$ cat src/rtl/spi_pkg.sv
// Shared SPI definitions: FSM encoding, default frame width, mode-to-edge mapping.
package spi_pkg;

   localparam int unsigned DATA_W_DEF = 8;

   localparam logic [1:0] ST_IDLE  = 2'd0;
   localparam logic [1:0] ST_LOAD  = 2'd1;
   localparam logic [1:0] ST_SHIFT = 2'd2;
   localparam logic [1:0] ST_DONE  = 2'd3;

   // Indexed by {CKP, CPH}: 1 means data is sampled on the falling SCK edge.
   // The leading edge is rising for CKP=0; CPH=1 moves sampling to the trailing edge.
   localparam logic [3:0] SAMPLE_FALL_MAP = 4'b0110;

   // The shift edge is always the opposite SCK edge to the sample edge.
   function automatic logic sample_on_fall(input logic ckp, input logic cph);
      return SAMPLE_FALL_MAP[{ckp, cph}];
   endfunction

endpackage

$ cat src/rtl/spi_sync_edge.sv
// Two-flop synchronizer with a third flop for rising/falling edge detection.
module spi_sync_edge #(
   parameter logic RST_VAL = 1'b0
) (
   input  logic clk,
   input  logic rst_n,
   input  logic d,
   output logic q,
   output logic rise_c,
   output logic fall_c
);

   logic meta;
   logic prev;

   // Synchronizer chain plus delayed copy for edge detection
   always_ff @(posedge clk or negedge rst_n) begin
      if (!rst_n) begin
         meta <= RST_VAL;
         q    <= RST_VAL;
         prev <= RST_VAL;
      end else begin
         meta <= d;
         q    <= meta;
         prev <= q;
      end
   end

   assign rise_c = q & ~prev;
   assign fall_c = ~q & prev;

endmodule

$ cat src/rtl/spi_receptor.sv
// SPI slave receiver: all four CKP/CPH modes, MSB first, back-to-back frames.
module spi_receptor
   import spi_pkg::*;
#(
   parameter int unsigned DATA_W = DATA_W_DEF
) (
   input  logic              clk,
   input  logic              rst,
   input  logic              CKP,
   input  logic              CPH,
   input  logic              CS,
   input  logic              SCK,
   input  logic              MOSI,
   output logic              MISO,
   input  logic [DATA_W-1:0] data_tx,
   output logic [DATA_W-1:0] data_rx,
   output logic              rx_valid,
   output logic              busy
);

   localparam int unsigned      CNT_W    = (DATA_W > 1) ? $clog2(DATA_W) : 1;
   localparam logic [CNT_W-1:0] CNT_LAST = CNT_W'(DATA_W - 1);

   logic [1:0]        state, state_nxt;
   logic [CNT_W-1:0]  cnt;
   logic [DATA_W-1:0] tx_sr;
   logic [DATA_W-2:0] rx_sr;
   logic [DATA_W-1:0] rx_word_c;
   logic              ckp_q, cph_q;
   logic              mosi_m, mosi_s;
   logic              sck_s, sck_rise_c, sck_fall_c, sck_edge_c;
   logic              cs_s, cs_rise_c, cs_fall_c;
   logic              sample_fall_c, sample_c, shift_c;
   logic [1:0]        settle;
   logic              armed;
   logic              start_c, load_c, sample_en_c, done_c, shift_en_c, clear_c;

   spi_sync_edge #(.RST_VAL(1'b0)) u_sck_sync (
      .clk    (clk),
      .rst_n  (rst),
      .d      (SCK),
      .q      (sck_s),
      .rise_c (sck_rise_c),
      .fall_c (sck_fall_c)
   );

   spi_sync_edge #(.RST_VAL(1'b1)) u_cs_sync (
      .clk    (clk),
      .rst_n  (rst),
      .d      (CS),
      .q      (cs_s),
      .rise_c (cs_rise_c),
      .fall_c (cs_fall_c)
   );

   // MOSI synchronizer, same latency as the SCK path so data lines up with the edge
   always_ff @(posedge clk or negedge rst) begin
      if (!rst) begin
         mosi_m <= 1'b0;
         mosi_s <= 1'b0;
      end else begin
         mosi_m <= MOSI;
         mosi_s <= mosi_m;
      end
   end

   // Ignore the synthetic CS fall produced when reset releases with CS already low
   always_ff @(posedge clk or negedge rst) begin
      if (!rst) begin
         settle <= 2'd0;
         armed  <= 1'b0;
      end else begin
         if (settle != 2'd2) settle <= settle + 2'd1;
         if (settle == 2'd2 && cs_s) armed <= 1'b1;
      end
   end

   // Edge classification: after an edge, the new SCK level tells rise from fall
   assign sample_fall_c = sample_on_fall(ckp_q, cph_q);
   assign sck_edge_c    = sck_rise_c | sck_fall_c;
   assign sample_c      = sck_edge_c & (sck_s ^ sample_fall_c);
   assign shift_c       = sck_edge_c & ~(sck_s ^ sample_fall_c);
   assign rx_word_c     = {rx_sr, mosi_s};

   // FSM state register
   always_ff @(posedge clk or negedge rst) begin
      if (!rst) state <= ST_IDLE;
      else      state <= state_nxt;
   end

   // Next state and datapath strobes
   always_comb begin
      state_nxt   = state;
      start_c     = 1'b0;
      load_c      = 1'b0;
      sample_en_c = 1'b0;
      done_c      = 1'b0;
      shift_en_c  = 1'b0;
      clear_c     = 1'b0;
      case (state)
         ST_IDLE: begin
            clear_c = 1'b1;
            if (armed && cs_fall_c) begin
               start_c   = 1'b1;
               state_nxt = ST_LOAD;
            end
         end
         ST_LOAD: begin
            load_c    = 1'b1;
            state_nxt = cs_s ? ST_IDLE : ST_SHIFT;
         end
         ST_SHIFT: begin
            if (cs_rise_c) begin
               clear_c   = 1'b1;
               state_nxt = ST_IDLE;
            end else begin
               sample_en_c = sample_c;
               // CPH=0: the shift edge that closes a frame falls into the next one; skip it
               shift_en_c  = shift_c && (cph_q || cnt != '0);
               if (sample_c && cnt == CNT_LAST) begin
                  done_c    = 1'b1;
                  state_nxt = ST_DONE;
               end
            end
         end
         ST_DONE: begin
            load_c    = 1'b1;
            state_nxt = cs_s ? ST_IDLE : ST_SHIFT;
         end
         default: state_nxt = ST_IDLE;
      endcase
   end

   // Datapath and registered outputs
   always_ff @(posedge clk or negedge rst) begin
      if (!rst) begin
         ckp_q    <= 1'b0;
         cph_q    <= 1'b0;
         cnt      <= '0;
         tx_sr    <= '0;
         rx_sr    <= '0;
         data_rx  <= '0;
         rx_valid <= 1'b0;
         busy     <= 1'b0;
         MISO     <= 1'b0;
      end else begin
         rx_valid <= 1'b0;
         busy     <= (state_nxt == ST_SHIFT);
         if (start_c) begin
            ckp_q <= CKP;
            cph_q <= CPH;
         end
         if (load_c) begin
            cnt <= '0;
            if (cph_q) begin
               tx_sr <= data_tx;
            end else begin
               tx_sr <= data_tx << 1;
               MISO  <= data_tx[DATA_W-1];
            end
         end
         if (sample_en_c) begin
            rx_sr <= rx_word_c[DATA_W-2:0];
            cnt   <= cnt + CNT_W'(1);
         end
         if (done_c) begin
            data_rx  <= rx_word_c;
            rx_valid <= 1'b1;
         end
         if (shift_en_c) begin
            MISO  <= tx_sr[DATA_W-1];
            tx_sr <= tx_sr << 1;
         end
         if (clear_c) cnt <= '0;
         if (state_nxt == ST_IDLE) MISO <= 1'b0;
      end
   end

endmodule

$ cat config.mk
export PLATFORM = sky130hd
export DESIGN_NAME = spi_receptor
export DESIGN_NICKNAME = d
export VERILOG_FILES = /design/src/rtl/spi_pkg.sv /design/src/rtl/spi_sync_edge.sv /design/src/rtl/spi_receptor.sv
export SDC_FILE = /design/constraint.sdc
export NUM_CORES = 1
export LEC_CHECK = 0
export BUFFER_PORTS_ARGS = -buffer_cell sky130_fd_sc_hd__buf_2
export CAP_MARGIN = 20
export CORE_MARGIN = 1
export CORE_UTILIZATION = 60
export CTS_BUF_LIST = sky130_fd_sc_hd__clkbuf_16
export CTS_CLUSTER_DIAMETER = 80
export CTS_CLUSTER_SIZE = 20
export DETAILED_ROUTE_END_ITERATION = 16
export GPL_TIMING_DRIVEN = 0
export PLACE_DENSITY_LB_ADDON = 0.1
export SYNTH_ARGS = -nofsm -noshare
export SYNTH_HDL_FRONTEND = slang
export SYNTH_HIERARCHICAL = 1
export SYNTH_SLANG_ARGS = --single-unit
$ cat constraint.sdc
create_clock -name clk -period 2.7 [get_ports clk]
set_input_delay 0.54 -clock clk [delete_from_list [all_inputs] [get_ports clk]]
set_output_delay 0.54 -clock clk [all_outputs]
set_load 0.01 [all_outputs]
After elaboration in Yosys (flattened, before gate mapping)
Cells that the tools add are included.

Bits in registers: 44. Input port bits: 15. Output and inout bits: 11.

Add/subtract/negate cells: 2. $lt $le $gt $ge: 1. Eq/ne operators: 8. Mux-type cells: 30. Bitwise gates (word level): 13. Reduce and logical (&&, ||, !) cells: 13.

Operator list (count): $mux W8 (3); $mux W1 (17); $mux W3 (3); $reduce_bool A3 Y1 (3); $eq A2 B2 Y1 const B (4); $mux W2 (4); $and A1 B1 Y1 (6); $pmux W2 S3 (1); $not A1 Y1 (5); $logic_and A1 B1 Y1 (4); $logic_not A2 Y1 (2); $add A3 B1 Y3 const B (1); $eq A3 B3 Y1 const B (1); $lt A2 B3 Y1 const B (1); $ne A3 B1 Y1 const B (1); $add A2 B1 Y2 const B (1); $bmux W1 S2 (1); $eq A2 B1 Y1 const B (1); $ne A2 B2 Y1 const B (1); $pmux W1 S2 (1); $reduce_and A2 Y1 (1); $reduce_bool A2 Y1 (1); $reduce_or A2 Y1 (1); $logic_or A1 B1 Y1 (1); 2 further kinds (2).

Logic depth before layout (Yosys ltp)
Gate-level depths: netlist of run 1.

Depth after elaboration: 11. Gate-level depth with buffers: 6. Depth with buffers taken out: 6.

Hierarchy
Netlist of run 1, hierarchy kept.

By module, submodules not included: spi_receptor (times used 1, cells an instance 133, area an instance 1694.1 um^2, seq. area each 950.9 um^2); spi_sync_edge at u_cs_sync (times used 1, cells an instance 5, area an instance 93.8 um^2, seq. area each 78.8 um^2); spi_sync_edge at u_sck_sync (times used 1, cells an instance 5, area an instance 90.1 um^2, seq. area each 75.1 um^2).

Worst setup path after synthesis of run 1
OpenSTA, ideal clock, no wires.

Kind: flip-flop to flip-flop. From: reg u_cs_sync.prev. To: reg data_rx[0]. Arrival time: 1.721 ns. Required time: 2.573 ns. Setup slack: 0.851 ns. Cell stages (with the launch flop): 7. Buffers on the path: 0. Period minus slack after synthesis: 1.849 ns. Cells stage by stage: dfstp_2 -> nor2b_1 -> nor3b_2 -> nor3b_4 -> nand2_2 -> clkinv_2 -> mux2_1.

Word-level cells in the longest chain between the ends: 4.

Ends and longest elaborated chain: start, declared (line spi_sync_edge.sv:14) `logic prev;`; start signal, assigned (line spi_sync_edge.sv:25) `prev <= q;`; $not A1 Y1 (line spi_sync_edge.sv:29) `assign rise_c = q & ~prev;`; $and A1 B1 Y1 (line spi_sync_edge.sv:29); named net cs_rise_c (line spi_receptor.sv:32) `logic cs_s, cs_rise_c, cs_fall_c;`; $mux W1 (line spi_receptor.sv:113) `if (cs_rise_c) begin`; $mux W1 (line spi_receptor.sv:100) `case (state)`; named net done_c (line spi_receptor.sv:36) `logic start_c, load_c, sample_en_c, done_c, shift_en_c, clear_c;`; end signal, assigned (line spi_receptor.sv:167) `data_rx <= rx_word_c;`; end, declared (line spi_receptor.sv:16) `output logic [DATA_W-1:0] data_rx,`.

The timed path passes the listed nets, and every way through them passes these cells. A chain may end at the register's enable or synchronous reset.

Worst setup path after layout of run 1
From: reg u_cs_sync.prev. To: reg data_rx[7].

Same word-level chain as after synthesis.

==> flow_summary.json, run 1 <==
{
  "status": "complete, but fails checks",
  "violations": "DRC",
  "cp_slowest_cell": "dfstp_2",
  "cts_setup_buffers": 0,
  "die_w_microns": 57.9,
  "synth-seq-area-share_pct": 58.8,
  "worst_slack_ns": 0.505,
  "cp_cell_sequence": "nor2b_1 -> nor3b_2 -> nor3b_4 -> nand2_2 -> clkinv_2 -> mux2_1",
  "r2r_slack_ns": 0.50,
  "cts_made_buffers": 5,
  "endpoint_kind": "flop",
  "ys_ff_latch": 44,
  "routedWlPerCell_microns": 13.9,
  "cts_tree": "yes",
  "pre_cts_slack_ns": 0.503,
  "worst_slew_pin_slew_ns": 0.933,
  "clock_skew_ns": 0.00409,
  "worstPathRequired_ns": 2.86,
  "fin_cells": 207,
  "dpl.cell_count": 199,
  "critPathBufInv": 1,
  "clk_path_buf_depth": 2,
  "grtUsageTotal_pct": 21.6,
  "fin_util_pct": 76.4,
  "row_count": 19,
  "min_from": "mosi_m",
  "die_y_microns": 57.9,
  "drive_gt1_share_pct": 33.5,
  "clk_latency_ns": 0.28,
  "reg2regPathDepth": 6,
  "grt_pass1_vias": 1144,
  "netSwitchingPower_uw": 392,
  "period_share_pct": 81.3,
  "grt_max_degree": 45,
  "fillers": 178,
  "worst-path-max-fanout": 7,
  "crit_path_max_incr_delay_ns": 0.53,
  "ys_types": 32,
  "critical_path_class": "flop to flop",
  "viasPerCell": 5.46,
  "globalplace.congestion": 0.703,
  "synth_nets": 162,
  "io_pins": 26,
  "slew_headroom_pct": 37.8,
  "cp.depth": 6,
  "grt_overflow": 0,
  "wl_microns": 2880,
  "hp-class": "flop to flop",
  "start_util_pct": 65.8,
  "startpoint_type": "flop",
  "holdBufCountCts": 0,
  "synthCells": 143,
  "p_per_area_nw_per_um2": 737,
  "netlist_top_cells_area": "dfrtp_1 55%, mux2_2 9.6%, mux2_1 4.8%",
  "drc": 4,
  "hpwl_microns": 2060,
  "rsz0062_at_grt": "false",
  "seqPwrFrac_pct": 49.6,
  "antenna_left": 0,
  "finalMaxSlewViolations": 0,
  "clkTransAtPathRegs_ns": 0.06,
  "peakVddDrop_uv": 670,
  "design.core.area_sq_um": 2850,
  "clock_power_share_pct": 34.9,
  "vias": 1131,
  "clock.fmax_mhz": 455,
  "cp.arrival_ns": 2.36,
  "r2r-end": "data_rx[7]",
  "root_buffer": "clkbuf_16",
  "setup_tns_ns": 0,
  "htree_num_levels": 2,
  "yosysTopAreaCell": "dfrtp_1",
  "yosys_warnings": 6,
  "die_area_sq_um": 3360,
  "setup_viol": 0,
  "intPower_mw": 1.22,
  "syn2layout_area_growth_pct": 16.1,
  "synth.cell_area_sq_um": 1880,
  "dr.pass1.iters": 10,
  "hold_end": "mosi_s",
  "antenna_found_initial": 0,
  "nets": 194,
  "r2r-start": "u_cs_sync/prev",
  "grt_pass1_wl_microns": 5160,
  "cts_resized": 0,
  "cap_violations": 0,
  "leakagePower_nw": 1.11,
  "hold_viol": 0,
  "cp_top_family": "simple AND/OR/NAND/NOR gates",
  "syn_avg_cell_area_sq_um": 13.1,
  "holdPathStages": 0,
  "drt-initial-drc-count": 47,
  "diodes": 0,
  "portBuffers": 25,
  "cts.sinks": 44,
  "synth_top_cell_area_share_pct": 54.6,
  "pwr-share-comb_pct": 15.5,
  "swShare_pct": 24.4,
  "min_period_ns": 2.20
}
## worst max path at each step
stage,startpoint,end
2_1_floorplan,u_cs_sync/prev,data_rx[0]
3_3_place_gp,u_cs_sync/prev,data_rx[3]
3_5_place_dp,u_cs_sync/prev,data_rx[7]
4_1_cts,u_cs_sync/prev,data_rx[7]
5_1_grt,u_cs_sync/prev,data_rx[7]
6_report,u_cs_sync/prev,data_rx[7]
## cell usage after synthesis, drive strengths merged
master	count
a21oi	7
and2	1
nor2	8
nand2	10
o21ai	5
clkinv	1
mux2	24
nor3	2
o221ai	2
and2b	2
nor2b	3
xor2	1
buf	2
xnor2	1
mux2i	8
clkbuf	2
nand2b	3
inv	5
a21o	2
a21boi	1
nand3	1
xnor3	1
and3	1
ha	4
dfrtp	41
dfstp	3
nor3b	2
## power groups by stage
stage,clock [mW],sequential [mW],combinational (mW)
after floorplan,0,0.794,0.194
after global placement,0,0.802,0.240
after detailed placement,0,0.807,0.251
after CTS,0.576,0.796,0.254
after global routing,0.605,0.810,0.281
final,0.561,0.796,0.250
## state kept, by name, summed over array words and instances, names as in the netlist, 2 cells and up
name and flops:
rx_sr 7, state 2, settle 2, cnt 3, data_rx 8, tx_sr 8
## kinds of logic after synthesis
family	after synthesis	synth area share, %
flip-flops	44	58.8
multiplexers	32	18.7
buffers and inverters	10	2.27
AO/OA/AOI/OAI	17	5.66
adder cells (fa/ha/maj)	4	2.66
AND/OR/NAND/NOR	33	9.79
XOR/XNOR	3	2.13
## cell type report
type                       count  area [sq um]  area share (%)
buffer                         4          18.8           0.861
timing repair buffer          25           125            5.74
multi-input combinational     89           731            33.5
sequential                    44          1100            50.7
tap                           31          38.8            1.78
inverter                       6          23.8            1.09
clock buffer                   5           125            5.74
clock inverter                 3          13.8           0.631
## through the flow
step                hold slack, ns  cell area (sq um)  power [mW]
floorplan                    0.244               1880       0.988
global placement             0.333               2040        1.04
detailed placement           0.335               2040        1.06
CTS                          0.348               2180        1.63
global route                 0.343               2180        1.69
finish                       0.346               2180        1.61
## cells in the final DEF, fill, tap and decap left out
master and instances:
and2b_2 2, clkinv_2 3, buf_4 1, nor3b_4 1
nor2b_1 3, nor2_1 8, o221ai_2 1, dfstp_2 3
clkinv_1 1, a21boi_0 1, a21oi_1 7, ha_1 4
o21ai_0 5, and2_1 1, xnor2_1 1, nor3b_2 1
a21o_1 2, xor2_1 1, buf_1 1, nand2_2 1
nand3_1 1, xnor3_1 1, mux2i_1 8, nand2_1 9
buf_2 25, nand2b_1 3, o221ai_1 1, dfrtp_1 41
and3_1 1, mux2_1 8, inv_1 5, mux2_2 16
clkbuf_1 2, clkbuf_16 5, nor3_1 2
## layer usage
metal  up-vias  routed length (microns)  global-route usage [%]
met1       544                     1280                    27.0
met5         -                        0                       0
li1        551                        -                       -
met2        29                     1380                    32.5
met4         0                       68                    11.2
met3         7                      162                    8.71
(Power assumes the default switching activity.)
==> run 2, diff against run 1 <==
--- a/config.mk
+++ b/config.mk
@@ -5,10 +5,11 @@
 export SDC_FILE = /design/constraint.sdc
 export NUM_CORES = 1
 export LEC_CHECK = 0
+export ABC_AREA = 1
 export BUFFER_PORTS_ARGS = -buffer_cell sky130_fd_sc_hd__buf_2
 export CAP_MARGIN = 20
 export CORE_MARGIN = 1
-export CORE_UTILIZATION = 60
+export CORE_UTILIZATION = 56
 export CTS_BUF_LIST = sky130_fd_sc_hd__clkbuf_16
 export CTS_CLUSTER_DIAMETER = 80
 export CTS_CLUSTER_SIZE = 20
==> constraint.sdc (replaced) <==
create_clock -name clk -period 2.25 [get_ports clk]
set_input_delay 0.45 -clock clk [delete_from_list [all_inputs] [get_ports clk]]
set_output_delay 0.45 -clock clk [all_outputs]
set_load 0.01 [all_outputs]
==> flow_summary.json, run 2 <==
{
  "period_share_pct": 72.5,
  "ys_types": 27,
  "die_w_microns": 62.2,
  "place_area_sq_um": 2210,
  "status": "complete, no violations",
  "vias": 1486,
  "setup_viol": 0,
  "rsz0062_at_grt": "false",
  "diodes": 0,
  "netlist_top_cells_area": "dfrtp_1 50%, nand2_1 6.8%, nand3_1 5.7%",
  "cap_violations": 0,
  "holdBufCountCts": 0,
  "grtUsageTotal_pct": 21.8,
  "portBuffers": 25,
  "synthArstFlopShare_pct": 100,
  "globalplace.congestion": 0.768,
  "slew_headroom_pct": 37.2,
  "synth-seq-area-share_pct": 54.4,
  "drive_gt1_share_pct": 27.3,
  "synthAdderAreaFrac_pct": 2.46,
  "finalMaxSlewViolations": 0,
  "grt_pass1_vias": 1491,
  "die_area_sq_um": 3870,
  "reg2regPathDepth": 12,
  "clk_latency_ns": 0.28,
  "wl_met1_microns": 1620,
  "cts_made_buffers": 5,
  "setup_tns_ns": 0,
  "ys_ff_latch": 44,
  "fillers": 282,
  "drt-initial-drc-count": 59,
  "yosysTopAreaCell": "dfrtp_1",
  "worst_slew_pin_slew_ns": 0.941,
  "layout_common_cells": "41 x dfrtp_1, 37 x nand2_1, 25 x buf_2, 23 x nand3_1, 21 x inv_1",
  "clock_skew_ns": 0.00257,
  "wl_microns": 3680,
  "yosys_warnings": 6,
  "syn2layout_area_growth_pct": 15.8,
  "regArea_sq_um": 1100,
  "routedWlPerCell_microns": 12.8,
  "synth-xor-area-share_pct": 0.431,
  "synth_top_family_by_area": "simple AND/OR/NAND/NOR gates",
  "io_pins": 26,
  "synth_top_cell_area_share_pct": 50.5,
  "viasPerCell": 5.16,
  "p_per_area_nw_per_um2": 857,
  "cp_slowest_cell": "dfrtp_1",
  "root_buffer": "clkbuf_16",
  "synthMuxAreaShare_pct": 0,
  "synth-main-ff-cell": "dfrtp_1",
  "die_y_microns": 62.2,
  "r2r-end": "MISO",
  "final_common_cell": "dfrtp_1",
  "syn_avg_cell_area_sq_um": 9.72,
  "clk_path_buf_depth": 2,
  "row_count": 21,
  "crit_path_max_incr_delay_ns": 0.46,
  "synth_compound_area_share_pct": 10.8,
  "cts_resized": 0,
  "hpwl_microns": 2560,
  "endpoint_kind": "flop",
  "design.core.area_sq_um": 3420,
  "leakagePower_nw": 1.21,
  "cts_setup_buffers": 0,
  "synth_nets": 228,
  "reg_top3": "data_rx x8, tx_sr x8, rx_sr x7",
  "hold_viol": 0,
  "synth_edf_count": 0,
  "start_util_pct": 59.5,
  "peakVddDrop_uv": 670,
  "cts.sinks": 44,
  "cp.arrival_ns": 1.80,
  "antenna_left": 0,
  "top_layer_used": "met4",
  "cts_tree": "yes",
  "startpoint_type": "flop",
  "dpl.cell_count": 280,
  "r2r_slack_ns": 0.62,
  "synth_common_cells": "41 x dfrtp_1, 37 x nand2_1, 23 x nand3_1",
  "clock.fmax_mhz": 613,
  "wl_met3_microns": 133,
  "grt_pass1_wl_microns": 6530,
  "synthCells": 209,
  "wl_met2_microns": 1880,
  "crit_start": "u_sck_sync/q",
  "htree_num_levels": 2,
  "hp-class": "input pin to flop",
  "fin_cells": 288,
  "cp_cell_sequence": "inv_1 -> nor2_1 -> inv_1 -> nand2_1 -> nand3_4 -> nor2_8 -> nand2_4 -> buf_6 -> nand2_1 -> nand2_1 -> nor2_1 -> nor2_1",
  "min_period_ns": 1.63,
  "synth.cell_area_sq_um": 2030,
  "grt_overflow": 0,
  "crit_path_end": "MISO",
  "multiInputGateArea_sq_um": 762,
  "yosysMostFrequentCell": "dfrtp_1",
  "worstPathRequired_ns": 2.42,
  "design_area_sq_um": 2350,
  "clkTransAtPathRegs_ns": 0.06,
  "r2r-start": "u_sck_sync/q",
  "dr.pass1.iters": 4,
  "worst-path-max-fanout": 10,
  "drc": 0,
  "critical_path_class": "flop to flop",
  "antenna_found_initial": 0,
  "grt_max_degree": 45,
  "synth-simple-area-share_pct": 23.8,
  "nets": 260
}
[run 2: cell types whose count changed after synthesis, moves of 11 or more]
| cell | previous run | this run |
|---|---|---|
| nand3_1 | 1 | 23 |
| inv_1 | 5 | 19 |
| nand2_1 | 9 | 37 |
| mux2_2 | 16 | 0 |
| nor2_1 | 8 | 19 |
[run 2: worst min-delay path by stage]
stage                         start              to  slack, ns  cells past startpoint
detailed placement  u_sck_sync/meta    u_sck_sync/q       0.34                      0
finish                           CS  u_cs_sync/meta       0.27                      1
global placement    u_sck_sync/meta    u_sck_sync/q       0.33                      0
CTS                              CS  u_cs_sync/meta       0.26                      1
floorplan                       rst            MISO       0.15                      0
global route                     CS  u_cs_sync/meta       0.26                      1
[run 2: final cells by class]
class,instances,area share (%)
Inverter,26,4.15
Multi-Input combinational cell,132,32.4
Buffer,7,2.87
Timing Repair Buffer,25,5.32
Clock inverter,3,0.532
Sequential cell,44,47.0
Clock buffer,5,5.32
Tap cell,46,2.45
[run 2: critical path, delay by kind of cell, from the launching register on]
family                 cells  cell delay (ns)
and+or+nand+nor            9             0.80
DFF                        1             0.46
buffers and inverters      3             0.25
[run 2: layer usage]
layer  vias up  track usage (%)
li1        742                -
met1       712             25.1
met2        28             38.9
met3         4             5.33
met4         0             8.72
met5         -                0
[run 2: metrics by stage]
| stage | power (mW) | setup WS [ns] | hold WS [ns] | utilization [%] |
|---|---|---|---|---|
| floorplan | 1.26 | 0.823 | 0.154 | - |
| detailed placement | 1.36 | 0.627 | 0.338 | 64.8 |
| CTS | 2.04 | 0.612 | 0.264 | 68.9 |
| global placement | 1.34 | 0.678 | 0.334 | 64.8 |
| global route | 2.13 | 0.472 | 0.263 | 68.9 |
| finish | 2.02 | 0.620 | 0.270 | 68.9 |
[run 2: cells by family after synthesis]
| kind of cell | Yosys count |
|---|---|
| xor+xnor | 1 |
| compound gates | 34 |
| buf+inv | 33 |
| flops | 44 |
| simple gates | 93 |
| fa+ha+maj | 4 |
[run 2: report_power, final]
| group | leakage (nW) | switching, mW | internal [mW] | total (mW) |
|---|---|---|---|---|
| clock | 0.0762 | 0.267 | 0.400 | 0.668 |
| sequential | 0.556 | 0.0626 | 0.905 | 0.967 |
| combinational | 0.581 | 0.242 | 0.139 | 0.381 |
| total | 1.21 | 0.572 | 1.44 | 2.02 |
==> run 3, diff against run 2 <==
--- a/config.mk
+++ b/config.mk
@@ -9,7 +9,7 @@
 export BUFFER_PORTS_ARGS = -buffer_cell sky130_fd_sc_hd__buf_2
 export CAP_MARGIN = 20
 export CORE_MARGIN = 1
-export CORE_UTILIZATION = 56
+export CORE_UTILIZATION = 51
 export CTS_BUF_LIST = sky130_fd_sc_hd__clkbuf_16
 export CTS_CLUSTER_DIAMETER = 80
 export CTS_CLUSTER_SIZE = 20
==> constraint.sdc (replaced) <==
create_clock -name clk -period 1.4 [get_ports clk]
set_input_delay 0.28 -clock clk [delete_from_list [all_inputs] [get_ports clk]]
set_output_delay 0.28 -clock clk [all_outputs]
set_load 0.01 [all_outputs]
==> flow_summary.json, run 3 (same netlist as run 2, synthesis figures left out) <==
{
  "reg_top3": "data_rx x8, tx_sr x8, rx_sr x7",
  "drc": 0,
  "reg2regPathDepth": 10,
  "dr.pass1.iters": 4,
  "grt_pass1_vias": 1430,
  "hpwl_microns": 2340,
  "cts_tree": "yes",
  "vias": 1554,
  "row_count": 22,
  "start_util_pct": 54.3,
  "min_period_ns": 1.46,
  "status": "complete, but fails checks",
  "p_per_area_nw_per_um2": 1310,
  "root_buffer": "clkbuf_16",
  "diodes": 0,
  "crit_path_max_incr_delay_ns": 0.44,
  "drt-initial-drc-count": 136,
  "grtUsageTotal_pct": 20.6,
  "violations": "setup timing",
  "cp_cell_sequence": "inv_2 -> nor2_1 -> inv_1 -> nand2_2 -> nand3_4 -> inv_4 -> nand3_4 -> buf_8 -> nand2_2 -> o21ai_2",
  "syn2layout_area_growth_pct": 25.7,
  "fillers": 300,
  "final_common_cell": "dfrtp_1",
  "htree_num_levels": 2,
  "drive_gt1_share_pct": 37.4,
  "worst-path-max-fanout": 7,
  "clkTransAtPathRegs_ns": 0.06,
  "endpoint_kind": "flop",
  "worstPathRequired_ns": 1.57,
  "cts.sinks": 44,
  "slew_headroom_pct": 37.9,
  "fin_util_pct": 68.2,
  "wl_met2_microns": 1910,
  "top_layer_used": "met4",
  "critPathBufInv": 4,
  "die_area_sq_um": 4240,
  "peakVddDrop_uv": 982,
  "crit_path_end": "data_rx[4]",
  "fin_cells": 302,
  "rsz0062_at_grt": "true",
  "r2r_slack_ns": -0.06,
  "pre_cts_slack_ns": -0.182,
  "finalMaxSlewViolations": 0,
  "hold_viol": 0,
  "die_w_microns": 65.1,
  "critical_path_class": "flop to flop",
  "design.core.area_sq_um": 3740,
  "routedWlPerCell_microns": 12.6,
  "clk_path_buf_depth": 2,
  "hp-class": "input pin to flop",
  "grt_pass1_wl_microns": 6440,
  "fin_hold_ws_ns": 0.0923,
  "r2r-start": "u_sck_sync/q",
  "setup_tns_ns": -0.491,
  "clock.fmax_mhz": 683,
  "crit_start": "u_sck_sync/q",
  "worst_slew_pin_slew_ns": 0.932,
  "setup_viol": 12,
  "antenna_found_initial": 0,
  "cp_top_family": "simple AND/OR/NAND/NOR gates",
  "cp.depth": 10,
  "grt_max_degree": 45,
  "startpoint_type": "flop",
  "layout_common_cells": "40 x dfrtp_1, 26 x buf_2, 25 x nand2_1, 23 x nand3_1",
  "nets": 272,
  "dpl.cell_count": 282,
  "cts_made_buffers": 5,
  "leakagePower_nw": 1.29,
  "viasPerCell": 5.15,
  "total_power_mw": 3.34,
  "cap_violations": 0,
  "clock_skew_ns": 0.00328,
  "io_pins": 26,
  "design_area_sq_um": 2550,
  "worst_slack_ns": -0.0642,
  "globalplace.congestion": 0.747,
  "r2r-end": "data_rx[4]",
  "wl_microns": 3800,
  "grt_overflow": 0,
  "die_y_microns": 65.1,
  "cp_slowest_cell": "dfrtp_2",
  "portBuffers": 25,
  "place_area_sq_um": 2220,
  "wl_met1_microns": 1710,
  "antenna_left": 0,
  "period_share_pct": 105,
  "clk_latency_ns": 0.28,
  "wl_met3_microns": 137,
  "cp.arrival_ns": 1.64
}
-- run 3: cell types whose count changed in the layout (fill, tap and decap cells not counted), moves of 2 or more --
cell	previous run	this run
buf_4	1	8
inv_1	21	18
nand2_4	4	6
nand2_1	37	25
buf_8	0	2
nand2_2	3	12
-- run 3: layer usage --
metal / global-route usage [%] / vias up
met5: 0 / -
met4: 7.34 / 0
met3: 7.64 / 6
met2: 33.6 / 35
met1: 25.0 / 753
li1: - / 760
-- run 3: power breakdown --
group,internal [mW],switching [mW]
clock,0.648,0.459
sequential,1.45,0.0938
combinational,0.271,0.418
-- run 3: area by class of cell --
| cell class | count | area, sq um | share of cell area (%) |
|---|---|---|---|
| Clock inverter | 3 | 13.8 | 0.539 |
| Clock buffer | 5 | 125 | 4.90 |
| Sequential cell | 44 | 1110 | 43.3 |
| Buffer | 7 | 78.8 | 3.09 |
| Multi-Input combinational cell | 132 | 830 | 32.5 |
| Inverter | 26 | 100 | 3.92 |
| Timing Repair Buffer | 37 | 240 | 9.41 |
| Tap cell | 48 | 60.1 | 2.35 |
-- run 3: worst min-delay path by stage --
| stage | from | to | slack [ns] | cells past startpoint |
|---|---|---|---|---|
| finish | CS | u_cs_sync/meta | 0.09 | 1 |
| global route | CS | u_cs_sync/meta | 0.08 | 1 |
| detailed placement | u_sck_sync/meta | u_sck_sync/q | 0.34 | 0 |
| floorplan | rst | MISO | -0.02 | 0 |
| global placement | u_sck_sync/meta | u_sck_sync/q | 0.33 | 0 |
| CTS | CS | u_cs_sync/meta | 0.09 | 1 |
-- run 3: repair_timing --
item,in CTS,in global routing
endpoints found under the setup margin,28,29
pin swaps,9,3
setup buffers,10,0
gates cloned,2,0
gates resized for setup,14,13
hold buffers,0,0
-- run 3: worst reg2reg max path, stage by stage, from the launching register on --
cell and delay, ns:
dfrtp_2 0.44, inv_2 0.04, nor2_1 0.08, inv_1 0.05
nand2_2 0.08, nand3_4 0.11, inv_4 0.12, nand3_4 0.17
buf_8 0.19, nand2_2 0.05, o21ai_2 0.04
